<file path="src/rtl/sh7604_sci_rx.sv">
// SH7604 SCI asynchronous receiver: 16x-oversampled start/data/parity/stop
// framing, SSR status flags, overrun handling and multiprocessor frame filtering.
module sh7604_sci_rx #(
   parameter int SYNC_STAGES = 2
) (
   input  logic       CLK,
   input  logic       RST_N,
   input  logic       CE,
   input  logic       BAUD_TICK,
   input  logic       RXD,
   input  logic [7:0] SMR,
   input  logic       RE,
   input  logic       MPIE,
   input  logic       RDRF_CLR,
   input  logic       ORER_CLR,
   input  logic       FER_CLR,
   input  logic       PER_CLR,
   output logic [7:0] RDR,
   output logic       RDRF,
   output logic       ORER,
   output logic       FER,
   output logic       PER,
   output logic       MPB,
   output logic       MPIE_CLR
);

   typedef enum logic [2:0] {S_IDLE, S_START, S_DATA, S_PARB, S_STOP} state_e;

   state_e                 state_q, state_d;
   logic [SYNC_STAGES-1:0] sync_q, sync_d;
   logic                   rxd_prev_q, rxd_prev_d;
   logic [3:0]             cnt_q, cnt_d;
   logic [2:0]             bit_idx_q, bit_idx_d;
   logic [7:0]             shreg_q, shreg_d;
   logic                   per_pend_q, per_pend_d;
   logic                   mpb_bit_q, mpb_bit_d;
   logic [7:0]             rdr_q, rdr_d;
   logic                   rdrf_q, rdrf_d;
   logic                   orer_q, orer_d;
   logic                   fer_q, fer_d;
   logic                   per_q, per_d;
   logic                   mpb_q, mpb_d;
   logic                   mpie_clr_q, mpie_clr_d;

   logic       chr, pe, oe, mp;
   logic       rxd_s, sample, err_block;
   logic [7:0] data_w;
   logic       unused_smr;

   assign chr        = SMR[6];
   assign pe         = SMR[5];
   assign oe         = SMR[4];
   assign mp         = SMR[2];
   assign unused_smr = ^{SMR[7], SMR[3], SMR[1:0]};

   assign rxd_s     = sync_q[SYNC_STAGES-1];
   // Mid-bit sample: counter wraps mod 16, so every bit after the start bit is 16 ticks apart.
   assign sample    = BAUD_TICK && (cnt_q == 4'd7);
   assign err_block = orer_q | fer_q | per_q;
   // In 7-bit mode the data sits in the upper seven shift-register bits.
   assign data_w    = chr ? {1'b0, shreg_q[7:1]} : shreg_q;

   always_comb begin
      // NOTE: every signal gets its hold value first so no path through the
      // case/if tree leaves it unassigned, which would infer a latch.
      state_d    = state_q;
      sync_d     = sync_q;
      rxd_prev_d = rxd_prev_q;
      cnt_d      = cnt_q;
      bit_idx_d  = bit_idx_q;
      shreg_d    = shreg_q;
      per_pend_d = per_pend_q;
      mpb_bit_d  = mpb_bit_q;
      rdr_d      = rdr_q;
      rdrf_d     = rdrf_q;
      orer_d     = orer_q;
      fer_d      = fer_q;
      per_d      = per_q;
      mpb_d      = mpb_q;
      mpie_clr_d = mpie_clr_q;

      if (CE) begin
         sync_d     = SYNC_STAGES'({sync_q, RXD});
         rxd_prev_d = rxd_s;
         mpie_clr_d = 1'b0;

         // Clears are applied first so a commit later in this block wins.
         if (RDRF_CLR) rdrf_d = 1'b0;
         if (ORER_CLR) orer_d = 1'b0;
         if (FER_CLR)  fer_d  = 1'b0;
         if (PER_CLR)  per_d  = 1'b0;

         if (BAUD_TICK) cnt_d = cnt_q + 4'd1;

         if (!RE) begin
            state_d   = S_IDLE;
            cnt_d     = 4'd0;
            bit_idx_d = 3'd0;
         end else begin
            case (state_q)
               S_IDLE: begin
                  cnt_d     = 4'd0;
                  bit_idx_d = 3'd0;
                  if (rxd_prev_q && !rxd_s && !err_block) state_d = S_START;
               end
               S_START: begin
                  if (sample) begin
                     per_pend_d = 1'b0;
                     mpb_bit_d  = 1'b0;
                     state_d    = rxd_s ? S_IDLE : S_DATA;
                  end
               end
               S_DATA: begin
                  if (sample) begin
                     shreg_d   = {rxd_s, shreg_q[7:1]};
                     bit_idx_d = bit_idx_q + 3'd1;
                     if (bit_idx_q == (chr ? 3'd6 : 3'd7))
                        state_d = (pe || mp) ? S_PARB : S_STOP;
                  end
               end
               S_PARB: begin
                  if (sample) begin
                     if (mp) mpb_bit_d = rxd_s;
                     else    per_pend_d = ((^data_w) ^ rxd_s) != oe;
                     state_d = S_STOP;
                  end
               end
               S_STOP: begin
                  if (sample) begin
                     state_d = S_IDLE;
                     if (rdrf_q) begin
                        orer_d = 1'b1;
                     end else if (!(mp && MPIE && !mpb_bit_q)) begin
                        rdr_d  = data_w;
                        rdrf_d = 1'b1;
                        if (!rxd_s)     fer_d = 1'b1;
                        if (per_pend_q) per_d = 1'b1;
                        mpb_d      = mp & mpb_bit_q;
                        mpie_clr_d = mp & MPIE & mpb_bit_q;
                     end
                  end
               end
               default: state_d = S_IDLE;
            endcase
         end
      end
   end

   // NOTE: sequential state uses non-blocking assignments only, so every flop
   // samples the pre-edge values computed above regardless of statement order.
   always_ff @(posedge CLK or negedge RST_N) begin
      if (!RST_N) begin
         state_q    <= S_IDLE;
         sync_q     <= '1;
         rxd_prev_q <= 1'b1;
         cnt_q      <= 4'd0;
         bit_idx_q  <= 3'd0;
         shreg_q    <= 8'h00;
         per_pend_q <= 1'b0;
         mpb_bit_q  <= 1'b0;
         rdr_q      <= 8'h00;
         rdrf_q     <= 1'b0;
         orer_q     <= 1'b0;
         fer_q      <= 1'b0;
         per_q      <= 1'b0;
         mpb_q      <= 1'b0;
         mpie_clr_q <= 1'b0;
      end else begin
         state_q    <= state_d;
         sync_q     <= sync_d;
         rxd_prev_q <= rxd_prev_d;
         cnt_q      <= cnt_d;
         bit_idx_q  <= bit_idx_d;
         shreg_q    <= shreg_d;
         per_pend_q <= per_pend_d;
         mpb_bit_q  <= mpb_bit_d;
         rdr_q      <= rdr_d;
         rdrf_q     <= rdrf_d;
         orer_q     <= orer_d;
         fer_q      <= fer_d;
         per_q      <= per_d;
         mpb_q      <= mpb_d;
         mpie_clr_q <= mpie_clr_d;
      end
   end

   assign RDR      = rdr_q;
   assign RDRF     = rdrf_q;
   assign ORER     = orer_q;
   assign FER      = fer_q;
   assign PER      = per_q;
   assign MPB      = mpb_q;
   assign MPIE_CLR = mpie_clr_q;

endmodule

</file>
<file path="config.mk">
export PLATFORM = sky130hd
export DESIGN_NAME = sh7604_sci_rx
export DESIGN_NICKNAME = d
export VERILOG_FILES = /design/src/rtl/sh7604_sci_rx.sv
export SDC_FILE = /design/constraint.sdc
export NUM_CORES = 1
export LEC_CHECK = 0
export BUFFER_PORTS_ARGS = -buffer_cell sky130_fd_sc_hd__buf_2
export CORE_UTILIZATION = 59
export DETAILED_ROUTE_END_ITERATION = 8
export GPL_TIMING_DRIVEN = 0
export PLACE_DENSITY_LB_ADDON = 0.05
export RECOVER_POWER = 100
export SETUP_SLACK_MARGIN = 0.05
export SLEW_MARGIN = 0
export SYNTH_ARGS = -nofsm -noshare
export SYNTH_HDL_FRONTEND = slang
export SYNTH_SLANG_ARGS = --single-unit
</file>
<file path="constraint.sdc">
create_clock -name CLK -period 2.89 [get_ports CLK]
set_clock_uncertainty 0.1 [all_clocks]
set_input_delay 0.578 -clock CLK [delete_from_list [all_inputs] [get_ports CLK]]
set_output_delay 0.578 -clock CLK [all_outputs]
set_load 0.03 [all_outputs]
</file>
==> results of run 1 <==
==> where the power goes <==
| part | internal (µW) | total (µW) | switching (µW) |
|---|---|---|---|
| clock | 119 | 296 | 177 |
| combinational | 63.0 | 154 | 90.5 |
| sequential | 539 | 552 | 13.2 |
==> registers in the layout, summed over array words and instances, names as in the netlist <==
name,cells
FER,1
MPB,1
MPIE_CLR,1
ORER,1
PER,1
RDR,8
RDRF,1
bit_idx_q,3
cnt_q,4
mpb_bit_q,1
per_pend_q,1
rxd_prev_q,1
shreg_q,8
state_q,3
sync_q,2
==> cell type report <==
class	count	area share
Buffer	7	0.02005
Tap cell	44	0.02594
Clock buffer	6	0.02417
Timing Repair Buffer	26	0.05189
Clock inverter	2	0.006486
Sequential cell	37	0.4381
Inverter	6	0.01061
Multi-Input combinational cell	124	0.4228
==> metrics by stage <==
step,instance area [µm²],power [µW]
2_1_floorplan,1929,685.8
3_3_place_gp,2115,726.8
3_5_place_dp,2115,734.2
4_1_cts,2180,1036
5_1_grt,2122,1057
6_report,2122,1002
==> cell usage in the layout, fill, tap and decap left out, types with 5 or more instances in the layout <==
cell type,instances
buf_2,11
clkbuf_1,20
clkbuf_4,5
dfrtp_1,34
inv_1,6
mux2_2,13
mux2i_1,6
nand2_1,27
nand2b_1,5
o21ai_0,21
xnor2_1,7
==> final timing paths <==
path	from	to	slack, ns	cells after the start
worst max register to register	state_q[0]	shreg_q[5]	0.52	5
max in group asynchronous	RST_N	shreg_q[6]	0.95	1
worst min register to register	RDR[7]	RDR[7]	0.39	2
worst min-delay path	RXD	sync_q[0]	0.37	2
worst max-delay path	state_q[0]	shreg_q[5]	0.52	5
min in group asynchronous	RST_N	MPIE_CLR	0.65	1
==> per-layer routing <==
metal  vias up  part of all wire
li1        688                 -
met5         -                 0
met1       718              0.47
met2        38              0.48
met3         8             0.036
met4         0             0.015
==> cell families (layout without fill, tap and decap cells) <==
| family | count (synthesis) | count (layout) | synth area share |
|---|---|---|---|
| AOI/OAI and AO/OA | 42 | 42 | 0.1498 |
| xor gates and xnor gates | 9 | 9 | 0.04799 |
| DFF | 37 | 37 | 0.4818 |
| muxes | 19 | 19 | 0.1070 |
| buffers and inverters | 13 | 47 | 0.03826 |
| and+or+nand+nor | 52 | 52 | 0.1621 |
| adders and majority gates | 2 | 2 | 0.01297 |
==> qor.csv, run 1 <==
stage;metric;value;unit
global_routing;grt_pass1_wl;6327;µm
hold_path;min_path_type;input port to flop;
clocking;htree_levels;2;
clocking;cts_tree;built;
logic_synthesis;yosysSeqAreaShare;0.4818;
placement;gp_congestion;0.7718;
logic_synthesis;yosysMostFrequentCell;dfrtp_1;
global_routing;use_met1;0.3458;
worst_setup_path;path_delay_family;simple AND/OR/NAND/NOR gates;
floorplanning;core_region_area;3078;µm²
clocking;cts_made_buffers;5;
routing;routed_via_density;5.762;
routing;drc_errors;0;
sta;holdWs;0.3665;ns
sta;rsz0062_at_grt;false;
logic_synthesis;synth_top_area_cell;dfrtp_1;
clocking;clk_pin_slew;0.12;ns
placement;dp_slack;0.7225;ns
worst_setup_path;path_cells;clkbuf_1, or3b_1, nor3_1, clkbuf_1, mux2_2;
placement;dp_cells;244;
routing;wl;3790;µm
global_routing;grt_start_max_net_pins;38;
floorplanning;start_util;0.6268;
floorplanning;row_count;20;
layout;stdcell_count;252;
logic_synthesis;syn_inst;174;
pwr;peakVddDrop;0.4099;mV
worst_setup_path;path_class;flop to flop;
floorplanning;die_w;59.19;µm
layout;multi_input_area;897.1;µm²
sta;finalCriticalPeriod;2.368;ns
worst_setup_path;arrival;2.50;ns
floorplanning;die_h;59.19;µm
sta;finalSetupTns;0;ns
layout;final_util;0.6894;
floorplanning;pin_count;33;
logic_synthesis;async_flop_share;1.000;
clocking;post_cts_resized;0;
worst_setup_path;worst_setup_path_start_kind;flop;
global_routing;top_usage_layer;met2;
logic_synthesis;ys_top_cells_by_area;dfrtp_1 44%, mux2_2 7.6%, o21ai_0 5.4%;
clocking;cts_sinks;37;
run_status;outcome;finished, violations left;
worst_setup_path;crit_top_cell;clkbuf_1;
layout;register_area;929.6;µm²
clocking;postCtsHoldBufs;0;
placement;port_buffers;26;
worst_setup_path;crit_fanout;10;
sta;slew_headroom;-0.2709;
layout;area_growth;9.987;%
sta;maxSlewViolCount;38;
global_routing;grt_pass1_vias;1353;
sta;setup_viol;0;
pwr;pwr_density_cell;472.0;nW/µm²
worst_setup_path;cp_slowest_stage_delay;0.47;ns
worst_setup_path;slowest_stage;clkbuf_1;
clocking;postCtsSetupBuffers;0;
layout;layout-drive-gt1-share;0.2067;
run_status;violations;max-capacitance violations, max-slew violations;
global_routing;antenna_found_initial;0;
clocking;clkLatencyLatePin;0.34;ns
worst_setup_path;worst-path-buf-inv;2;
job;cap_violations;1;
logic_synthesis;yosysTopAreaCellShare;0.4410;
clocking;clockBufferDepth;2;
logic_synthesis;ys_warn_count;0;
floorplanning;die_area;3503;µm²
logic_synthesis;ys_ff_latch;37;
logic_synthesis;synth_enable_flop_cells;0;
worst_setup_path;cp_data_required_time;3.02;ns
layout;num_antenna_cells;0;
routing;drtIter0Drc;39;
global_routing;grt_usage;0.2482;
routing;vias;1452;
logic_synthesis;synth_flop_cell;dfrtp_1;
global_routing;overflow;0;
routing;firstDrtPassIters;4;
placement;hpwl;2784;µm
logic_synthesis;synth_area_per_cell;11.09;µm²
sta;fmax;422.4;MHz
logic_synthesis;synth_common_cells;34 x dfrtp_1, 27 x nand2_1, 21 x o21ai_0;
logic_synthesis;syn-num-nets;195;
layout;fin_nets;228;
sta;fin_crit_sh;0.8192;
sta;final.setup.worst_slack;0.5225;ns
layout;nFillCells;256;
global_routing;grt.met2_usage;0.3788;
logic_synthesis;synth.distinct_cells;43;
global_routing;met3_usage;0.06550;
pwr;leakagePower;0.001002;µW
clocking;cts_root_buf;clkbuf_4;
routing;post_drt_wl_per_cell;15.04;µm
sta;tightest_slew;1.906;ns
worst_setup_path;end_kind;flop;
routing;antenna_left;0;
sta;hold_viol;0;
logic_synthesis;synth_area;1929;µm²
Note: power is estimated with default switching activity, not from simulation.
==> run 2, diff against run 1 <==
--- a/config.mk
+++ b/config.mk
@@ -6,7 +6,7 @@
 export NUM_CORES = 1
 export LEC_CHECK = 0
 export BUFFER_PORTS_ARGS = -buffer_cell sky130_fd_sc_hd__buf_2
-export CORE_UTILIZATION = 59
+export CORE_UTILIZATION = 50
 export DETAILED_ROUTE_END_ITERATION = 8
 export GPL_TIMING_DRIVEN = 0
 export PLACE_DENSITY_LB_ADDON = 0.05
==> constraint.sdc (replaced) <==
create_clock -name CLK -period 2.1 [get_ports CLK]
set_clock_uncertainty 0.1 [all_clocks]
set_input_delay 0.42 -clock CLK [delete_from_list [all_inputs] [get_ports CLK]]
set_output_delay 0.42 -clock CLK [all_outputs]
set_load 0.03 [all_outputs]
==> qor.csv, run 2 (synthesized netlist as in run 1, its figures left out) <==
stage;metric;value;unit
sta;finalSetupTns;0;ns
worst_setup_path;rr_endpoint;state_q[2];
clocking;clockBufferDepth;2;
run_status;outcome;finished clean;
global_routing;overflow;0;
sta;tightest_slew;0.9309;ns
clocking;postCtsHoldBufs;0;
routing;antenna_left;0;
global_routing;grt_start_max_net_pins;38;
placement;gp_congestion;0.7688;
routing;routed_via_density;5.583;
layout;final_util;0.6306;
clocking;htree_levels;2;
floorplanning;die_area;4111;µm²
worst_setup_path;r2r_slack;0.09;ns
global_routing;grt_pass1_wl;7107;µm
worst_setup_path;cp_slowest_stage_delay;0.42;ns
worst_setup_path;ff2ff_path_depth;6;
floorplanning;core_region_area;3689;µm²
placement;dp_slack;0.03411;ns
sta;finalCriticalPeriod;2.011;ns
clocking;cts_sinks;37;
clocking;cts_root_buf;clkbuf_8;
layout;area_growth;20.56;%
floorplanning;row_count;22;
placement;port_buffers;26;
sta;rsz0062_at_grt;false;
clocking;clk_pin_slew;0.08;ns
pwr;peakVddDrop;0.4988;mV
sta;fin_crit_sh;0.9579;
worst_setup_path;cp_data_required_time;2.18;ns
floorplanning;die_h;64.12;µm
sta;maxSlewViolCount;0;
layout;mostFrequentLayoutCell;dfrtp_1;
worst_setup_path;r2r_start;state_q[0];
worst_setup_path;crit_fanout;6;
routing;post_drt_wl_per_cell;16.52;µm
routing;vias;1474;
worst_setup_path;critPathLaunch;state_q[0];
sta;fmax;497.1;MHz
sta;hold_viol;0;
layout;mostFrequentLayoutCells;33 x dfrtp_1, 27 x nand2_1, 21 x o21ai_0, 17 x clkbuf_1, 12 x mux2_2;
placement;hpwl;2907;µm
job;cap_violations;0;
clocking;clkLatencyLatePin;0.29;ns
layout;num_antenna_cells;0;
clocking;cts_tree;built;
sta;final.setup.worst_slack;0.08850;ns
routing;wl;4360;µm
routing;drc_errors;0;
layout;stdcell_count;264;
floorplanning;start_util;0.5231;
worst_setup_path;slowest_stage;or3b_4;
routing;drtIter0Drc;82;
global_routing;grt_usage;0.2293;
sta;holdWs;0.1547;ns
sta;setup_viol;0;
worst_setup_path;worst_setup_path_start_kind;flop;
worst_setup_path;end_kind;flop;
layout;layout-drive-gt1-share;0.2870;
clocking;cts_made_buffers;5;
sta;slew_headroom;0.3794;
placement;dp_cells;248;
worst_setup_path;path_class;flop to flop;
pwr;pwr_density_cell;767.5;nW/µm²
floorplanning;die_w;64.12;µm
worst_setup_path;path_cells;buf_6, or3b_4, a31o_4, a21oi_4, nand2b_4, mux2_4;
pwr;leakagePower;0.001062;µW
floorplanning;pin_count;33;
global_routing;grt_pass1_vias;1472;
routing;firstDrtPassIters;4;
hold_path;min_path_type;input port to async pin;
layout;fin_nets;236;
worst_setup_path;arrival;2.09;ns
global_routing;antenna_found_initial;0;
[run 2: cell count changes in the layout (fill, tap and decap cells not counted), moves of 2 or more]
cell and change:
clkbuf_8 +4, clkbuf_2 +2, buf_4 +5, bufinv_16 +2, clkbuf_1 -3, clkbuf_4 -2, or3b_4 +2, or3b_1 -2
[run 2: where the power goes]
group | switching, µW | internal [µW]
clock network | 267 | 472
logic | 151 | 132
registers | 21.7 | 741
[run 2: worst max path at each step]
stage,endpoint,slack [ns]
after floorplan,state_q[2],0.19
after global placement,shreg_q[4],0.07
after detailed placement,shreg_q[4],0.03
after CTS,state_q[2],0.03
after global routing,shreg_q[0],0.04
final,state_q[2],0.09
[run 2: worst max-delay path, delay by kind of cell (launching register included)]
family | cells | cell delay [ns]
simple gates | 2 | 0.58
compound gates | 2 | 0.41
flops | 1 | 0.38
mux | 1 | 0.30
buf+inv | 1 | 0.13
[run 2: final cells by class]
class	count	area, µm²
clock inverter	3	65.06
inverter	6	22.52
sequential	37	930.9
tap	48	60.06
clock buffer	5	68.82
multi-input combinational	124	955.9
buffer	7	53.80
timing repair buffer	34	168.9
fill	315	1363
[run 2: per-layer routing]
layer / GRT usage / share of wire / vias to the layer above
li1: - / - / 706
met2: 0.3511 / 0.48 / 38
met1: 0.3194 / 0.46 / 720
met5: 0 / 0 / -
met3: 0.05714 / 0.044 / 10
met4: 0.07222 / 0.017 / 0
[run 2: timing repair]
action	CTS	global route
setup endpoints to repair	14	18
resized for setup	4	7
pin swaps	1	4
buffers inserted	2	6
[run 2: through the flow]
step | power [µW] | instance area [µm²]
6_report | 1785 | 2326
5_1_grt | 1855 | 2326
4_1_cts | 1751 | 2282
3_5_place_dp | 1014 | 2120
3_3_place_gp | 1004 | 2120
2_1_floorplan | 943.7 | 1929
